===== src/rtl/memory_arbiter_if.sv =====
// Cache-pair and RAM bus seen by memory_arbiter. The slave modport is the arbiter,
// the master modport is whatever drives the caches and models the RAM.
interface memory_arbiter_if;
    logic        iREN;
    logic [31:0] iaddr;
    logic        dREN;
    logic        dWEN;
    logic [31:0] daddr;
    logic [31:0] dstore;
    logic        iwait;
    logic        dwait;
    logic [31:0] iload;
    logic [31:0] dload;
    logic        ramREN;
    logic        ramWEN;
    logic [31:0] ramaddr;
    logic [31:0] ramstore;
    logic [31:0] ramload;
    logic [1:0]  ramstate;

    // Handshake: a cache holds its REN/WEN, addr and store stable until its wait
    // goes low; wait low marks the single completion cycle, load valid in it.
    modport slave (
        input  iREN, iaddr, dREN, dWEN, daddr, dstore, ramload, ramstate,
        output iwait, dwait, iload, dload, ramREN, ramWEN, ramaddr, ramstore
    );

    modport master (
        output iREN, iaddr, dREN, dWEN, daddr, dstore, ramload, ramstate,
        input  iwait, dwait, iload, dload, ramREN, ramWEN, ramaddr, ramstore
    );
endinterface


===== src/rtl/memory_arbiter.sv =====
// Serialises icache reads and dcache reads/writes onto a single-port RAM, with a
// starvation guard so a dcache burst cannot lock the icache out indefinitely.
module memory_arbiter #(
    parameter int STARVE_LIMIT = 4
) (
    input  logic              CLK,
    input  logic              nRST,
    memory_arbiter_if.slave   bus,
    output logic [7:0]        err_count,
    output logic [1:0]        state
);
    // state encoding is visible on the state port: 0 ARB, 1 DSERV, 2 ISERV
    localparam logic [1:0] ARB   = 2'd0;
    localparam logic [1:0] DSERV = 2'd1;
    localparam logic [1:0] ISERV = 2'd2;

    localparam logic [1:0] RAM_ACCESS = 2'b10;
    localparam logic [1:0] RAM_ERROR  = 2'b11;

    localparam int SW = ($clog2(STARVE_LIMIT + 1) > 3) ? $clog2(STARVE_LIMIT + 1) : 3;

    logic [1:0]    next_state;
    logic [SW-1:0] dstreak;
    logic          dreq;
    logic          ram_access;
    logic          streak_full;

    assign dreq        = bus.dREN | bus.dWEN;
    assign ram_access  = (bus.ramstate == RAM_ACCESS);
    assign streak_full = (dstreak == SW'(STARVE_LIMIT));

    always_comb begin
        next_state = state;
        case (state)
            ARB: begin
                if (dreq && !(bus.iREN && streak_full))
                    next_state = DSERV;
                else if (bus.iREN)
                    next_state = ISERV;
            end
            DSERV:   if (!dreq || ram_access) next_state = ARB;
            ISERV:   if (!bus.iREN || ram_access) next_state = ARB;
            default: next_state = ARB;
        endcase
    end

    always_ff @(posedge CLK or negedge nRST) begin
        if (!nRST) begin
            state     <= ARB;
            dstreak   <= '0;
            err_count <= '0;
        end else begin
            state <= next_state;
            if (state == ARB) begin
                if (!bus.iREN || next_state == ISERV)
                    dstreak <= '0;
                else if (next_state == DSERV && !streak_full)
                    dstreak <= dstreak + 1'b1;
            end
            if (state != ARB && bus.ramstate == RAM_ERROR && err_count != 8'hFF)
                err_count <= err_count + 8'd1;
        end
    end

    // RAM side is purely combinational from state so async reset drops strobes at once
    always_comb begin
        bus.ramREN   = 1'b0;
        bus.ramWEN   = 1'b0;
        bus.ramaddr  = '0;
        bus.ramstore = '0;
        case (state)
            DSERV: begin
                bus.ramaddr  = bus.daddr;
                bus.ramWEN   = bus.dWEN;
                bus.ramREN   = bus.dREN & ~bus.dWEN;
                bus.ramstore = bus.dWEN ? bus.dstore : 32'd0;
            end
            ISERV: begin
                bus.ramaddr = bus.iaddr;
                bus.ramREN  = 1'b1;
            end
            default: ;
        endcase
    end

    assign bus.dwait = !(state == DSERV && dreq && ram_access);
    assign bus.iwait = !(state == ISERV && bus.iREN && ram_access);
    assign bus.iload = bus.ramload;
    assign bus.dload = bus.ramload;
endmodule


===== src/flat_wrapper.sv =====
// flat-port wrapper written by rule: the top's interface ports become plain ports
module memory_arbiter_flat 
#(
    parameter int STARVE_LIMIT = 4
)
  (CLK, nRST, err_count, state, bus_iREN, bus_iaddr, bus_dREN, bus_dWEN, bus_daddr, bus_dstore, bus_ramload, bus_ramstate, bus_iwait, bus_dwait, bus_iload, bus_dload, bus_ramREN, bus_ramWEN, bus_ramaddr, bus_ramstore);
  memory_arbiter_if bus_i ();
  input  logic CLK;
  input  logic nRST;
  output logic [7:0] err_count;
  output logic [1:0] state;
  input wire logic [$bits(bus_i.iREN)-1:0] bus_iREN;
  input wire logic [$bits(bus_i.iaddr)-1:0] bus_iaddr;
  input wire logic [$bits(bus_i.dREN)-1:0] bus_dREN;
  input wire logic [$bits(bus_i.dWEN)-1:0] bus_dWEN;
  input wire logic [$bits(bus_i.daddr)-1:0] bus_daddr;
  input wire logic [$bits(bus_i.dstore)-1:0] bus_dstore;
  input wire logic [$bits(bus_i.ramload)-1:0] bus_ramload;
  input wire logic [$bits(bus_i.ramstate)-1:0] bus_ramstate;
  output wire logic [$bits(bus_i.iwait)-1:0] bus_iwait;
  output wire logic [$bits(bus_i.dwait)-1:0] bus_dwait;
  output wire logic [$bits(bus_i.iload)-1:0] bus_iload;
  output wire logic [$bits(bus_i.dload)-1:0] bus_dload;
  output wire logic [$bits(bus_i.ramREN)-1:0] bus_ramREN;
  output wire logic [$bits(bus_i.ramWEN)-1:0] bus_ramWEN;
  output wire logic [$bits(bus_i.ramaddr)-1:0] bus_ramaddr;
  output wire logic [$bits(bus_i.ramstore)-1:0] bus_ramstore;
  assign bus_i.iREN = bus_iREN;
  assign bus_i.iaddr = bus_iaddr;
  assign bus_i.dREN = bus_dREN;
  assign bus_i.dWEN = bus_dWEN;
  assign bus_i.daddr = bus_daddr;
  assign bus_i.dstore = bus_dstore;
  assign bus_i.ramload = bus_ramload;
  assign bus_i.ramstate = bus_ramstate;
  assign bus_iwait = bus_i.iwait;
  assign bus_dwait = bus_i.dwait;
  assign bus_iload = bus_i.iload;
  assign bus_dload = bus_i.dload;
  assign bus_ramREN = bus_i.ramREN;
  assign bus_ramWEN = bus_i.ramWEN;
  assign bus_ramaddr = bus_i.ramaddr;
  assign bus_ramstore = bus_i.ramstore;
  memory_arbiter #(.STARVE_LIMIT(STARVE_LIMIT)) u_core (.CLK(CLK), .nRST(nRST), .bus(bus_i), .err_count(err_count), .state(state));
endmodule

===== config.mk =====
export PLATFORM = sky130hd
export DESIGN_NAME = memory_arbiter_flat
export DESIGN_NICKNAME = d
export VERILOG_FILES = /design/src/rtl/memory_arbiter_if.sv /design/src/rtl/memory_arbiter.sv /design/src/flat_wrapper.sv
export SDC_FILE = /design/constraint.sdc
export NUM_CORES = 1
export LEC_CHECK = 0
export CELL_PAD_IN_SITES_DETAIL_PLACEMENT = 1
export CELL_PAD_IN_SITES_GLOBAL_PLACEMENT = 1
export CORE_AREA = 10 10 134 136
export CTS_BUF_LIST = sky130_fd_sc_hd__clkbuf_16
export CTS_CLUSTER_SIZE = 8
export DETAILED_ROUTE_END_ITERATION = 16
export DIE_AREA = 0 0 144 146
export GPL_TIMING_DRIVEN = 0
export PLACE_DENSITY = 0.74
export SLEW_MARGIN = 20
export SYNTH_ARGS = -nofsm -noshare
export SYNTH_HDL_FRONTEND = slang
export SYNTH_SLANG_ARGS = --single-unit
export TNS_END_PERCENT = 30

===== constraint.sdc =====
create_clock -name CLK -period 2 [get_ports CLK]
set_input_delay 0.6 -clock CLK [delete_from_list [all_inputs] [get_ports CLK]]
set_output_delay 0.6 -clock CLK [all_outputs]
set_load 0.02 [all_outputs]

==> metrics <==
result of the run complete, but fails checks; failing checks setup timing; final-layout fill cell count 1760; count of endpoints failing hold in the final timing report 0; number of enable-type register cells in the synthesized netlist 0; part of the Yosys area used for sequential elements 0.156; nets@finish 669; area share of the largest cell type after synthesis 0.230; layout cells sized above 1 0.489; Avg Cell Area, Syn 7.93 sq um; global-route wire length before repair 19900 um; clock net sink count 13; remaining number of nets flagged by the antenna check after routing 0; sort of element at the end of the critical path output pin; starting DRC count in detailed routing 56; total count of max-transition violations in the final report 0; Core Rows 46; reg-to-reg endpoint u_core.dstreak[0]$_DFFE_PN0P_; highest net fanout along the worst path 10; Synth Warn # 0; number of storage elements in the synthesis netlist 13; DR DRC count 0; post-detailed-routing wire length 13800 um; slew at the pin closest to its max-slew limit 588 ps; fmax 0.450 GHz; depth of the worst register-to-register path 9; crit path launch type flop; setup clock skew after layout 0.702 ps; pin count of the biggest net entering global routing 14; dominant cells by area after synthesis buf_4, dfrtp_1, a22oi_1, and3_1, nor2b_1; time the worst path needs with I/O delays and setup 2220 ps; class of the tightest hold or removal check reg -> reg; DR WL/cell 19.2 um; fin crit share 1.11; largest area contributor in the synthesized netlist buf_4; net count after synthesis 405; most used flip-flop cell after synthesis dfrtp_1; global placement routability congestion 0.767; worst-case hold slack 486 ps; number of hold buffers added after cts 0; GRT Overall Usage 0.119; area growth from synthesis to final layout 166%; Skew-Pair Late Insertion Delay 240 ps; overall die width 144 um; WHS Endpoint u_core.err_count[6]$_DFFE_PN0P_; vias in the first global route 3329; worst-case headroom to the max-slew limit 0.607; endpoint required time on the critical path 1400 ps; leak pwr 0.00239 uW; R2R Setup Slk -20 ps; number of buffers created by CTS 3; Max-Cap Viols 0; RSZ-0062 raised after global routing yes; TritonCTS clock tree built; number of different library cells in the post-synthesis netlist 44; starting density of the core 0.135; clock-pin transition on the worst setup and hold timing paths 40 ps; total core area 15500 sq um; total power per unit cell area 965 nW/um^2; count of input and output buffers 243; initial antenna violation count 1; worst-case clock buffer depth 2; Worst IR Drop VDD 0.314 mV; gate count after technology mapping 263; CTS H-tree lvls 1; Hold Path Origin u_core.err_count[6]$_DFFE_PN0P_; DIE AREA 21000 sq um; post-detail-place hpwl 11700 um; Crit Path Category reg -> out; CTS Root Cell clkbuf_16; via total after detailed routing 2937; worst reg2reg startpoint u_core.state[0]$_DFF_PN0_; mapped cell area 2090 sq um; number of placed I/O pins 277; height of the die 146 um; number of cells on the worst hold path 1; number of search-and-repair iterations in the first detailed-routing pass 4; smallest setup slack after layout -223 ps; final design utilization 0.358; arrival time of data at the critical path endpoint 1620 ps; share of synthesized flip-flops with an asynchronous set or reset 1.00; Avg Vias per Cell 4.08; number of endpoints failing setup at the final stage 70; sum of overflow across all layers after global routing 0
-- cells by family (layout without fill, tap and decap cells) --
logic type	count (synthesis)	count (layout)	share of synthesized area
compound gates	52	52	0.203
fa+ha+maj	7	7	0.0420
buf+inv	87	350	0.279
mux	2	2	0.0126
other cells	0	1	0
flops	13	13	0.156
simple gates	95	95	0.278
xor+xnor	7	7	0.0294
-- synthesized netlist by cell type, types with 2 or more instances --
cell	count
a21oi_1	2
a22oi_1	32
a31oi_1	2
and2_1	3
and3_1	34
buf_4	64
buf_6	2
clkbuf_1	16
dfrtp_1	13
ha_1	7
inv_1	5
nand2_1	4
nand3_1	5
nand4_1	2
nor2_1	4
nor2b_1	33
o21a_1	2
o21ai_1	2
xnor2_1	5
xor2_1	2
-- cells in the final DEF (no fill, tap or decap), drive strengths merged, types with 2 or more instances in the layout --
master / count
clkdlybuf4s50: 169
buf: 149
and3: 34
nor2b: 33
a22oi: 32
clkbuf: 20
dfrtp: 13
ha: 7
inv: 6
nand3: 5
xnor2: 5
dlygate4sd2: 5
nor2: 4
nand2: 4
and2: 4
a21oi: 3
a31oi: 3
o21a: 2
o21ai: 2
nand4: 2
xor2: 2
mux2: 2
o221ai: 2
a22o: 2
-- timing repair --
item / CTS / global route
setup buffers: 10 / 0
endpoints found under the setup margin: 72 / 72
pin swaps: 12 / 5
gates resized for setup: 474 / 26
gates cloned: 5 / 1
-- power by group --
group | total [uW] | switching, uW | internal, uW
Clock | 371 | 108 | 263
Sequential | 495 | 132 | 363
Combinational | 4480 | 2100 | 2380
Total | 5340 | 2340 | 3010
-- sequential cells by signal, indices dropped and copies added, names as in the netlist --
register and flops:
u_core.err_count 8, u_core.dstreak 3, u_core.state 2
-- per-layer routing --
metal  vias up  part of all wire  wire [um]  GRT usage
li1       1395                 -          -          -
met1      1364              0.36       4910      0.122
met2       172              0.53       7360      0.229
met3         6              0.11       1460     0.0366
met4         0            0.0062         85     0.0184
met5         -                 0          0          0
-- how the worst max path moves through the flow --
| stage | endpoint | startpoint |
|---|---|---|
| final | bus_ramstore[11] | u_core.state[1]$_DFF_PN0_ |
| after global routing | bus_ramstore[8] | u_core.state[1]$_DFF_PN0_ |
| after CTS | bus_ramaddr[30] | u_core.state[1]$_DFF_PN0_ |
| after detailed placement | bus_ramstore[22] | bus_dWEN |
| after global placement | bus_ramstore[2] | bus_dWEN |
| after floorplan | bus_ramstore[10] | u_core.state[1]$_DFF_PN0_ |
-- final cells by class --
type / instances / area (sq um) / share of cell area
multi-input cells: 163 / 1510 / 0.272
clock inverters: 1 / 3.75 / 0.000678
well taps: 192 / 240 / 0.0434
inverters: 5 / 23.8 / 0.00429
repair buffers: 259 / 2610 / 0.471
clock buffers: 3 / 75.1 / 0.0136
plain buffers: 82 / 748 / 0.135
flip-flops and latches: 13 / 328 / 0.0592
diodes: 1 / 2.50 / 0.000452
-- stage by stage --
step / instance area [sq um] / setup WS, ps / cells / total power, uW / TNS [ps]
2_1_floorplan: 2180 / 6.98 / 263 / 2520 / 0
3_3_place_gp: 4850 / -1020 / 698 / 4070 / -58920
3_5_place_dp: 4850 / -1090 / 698 / 4160 / -62630
4_1_cts: 5430 / -229 / 717 / 5320 / -13430
5_1_grt: 5540 / -297 / 719 / 5700 / -17850
6_report: 5540 / -223 / 719 / 5340 / -12370
-- critical path, stage by stage, from the launching register on --
cell and delay, ps:
dfrtp_2 440, inv_4 100, ha_4 200, clkbuf_16 170
clkbuf_8 160, and3_4 190, buf_6 110
Note: power is estimated with default switching activity, not from simulation.
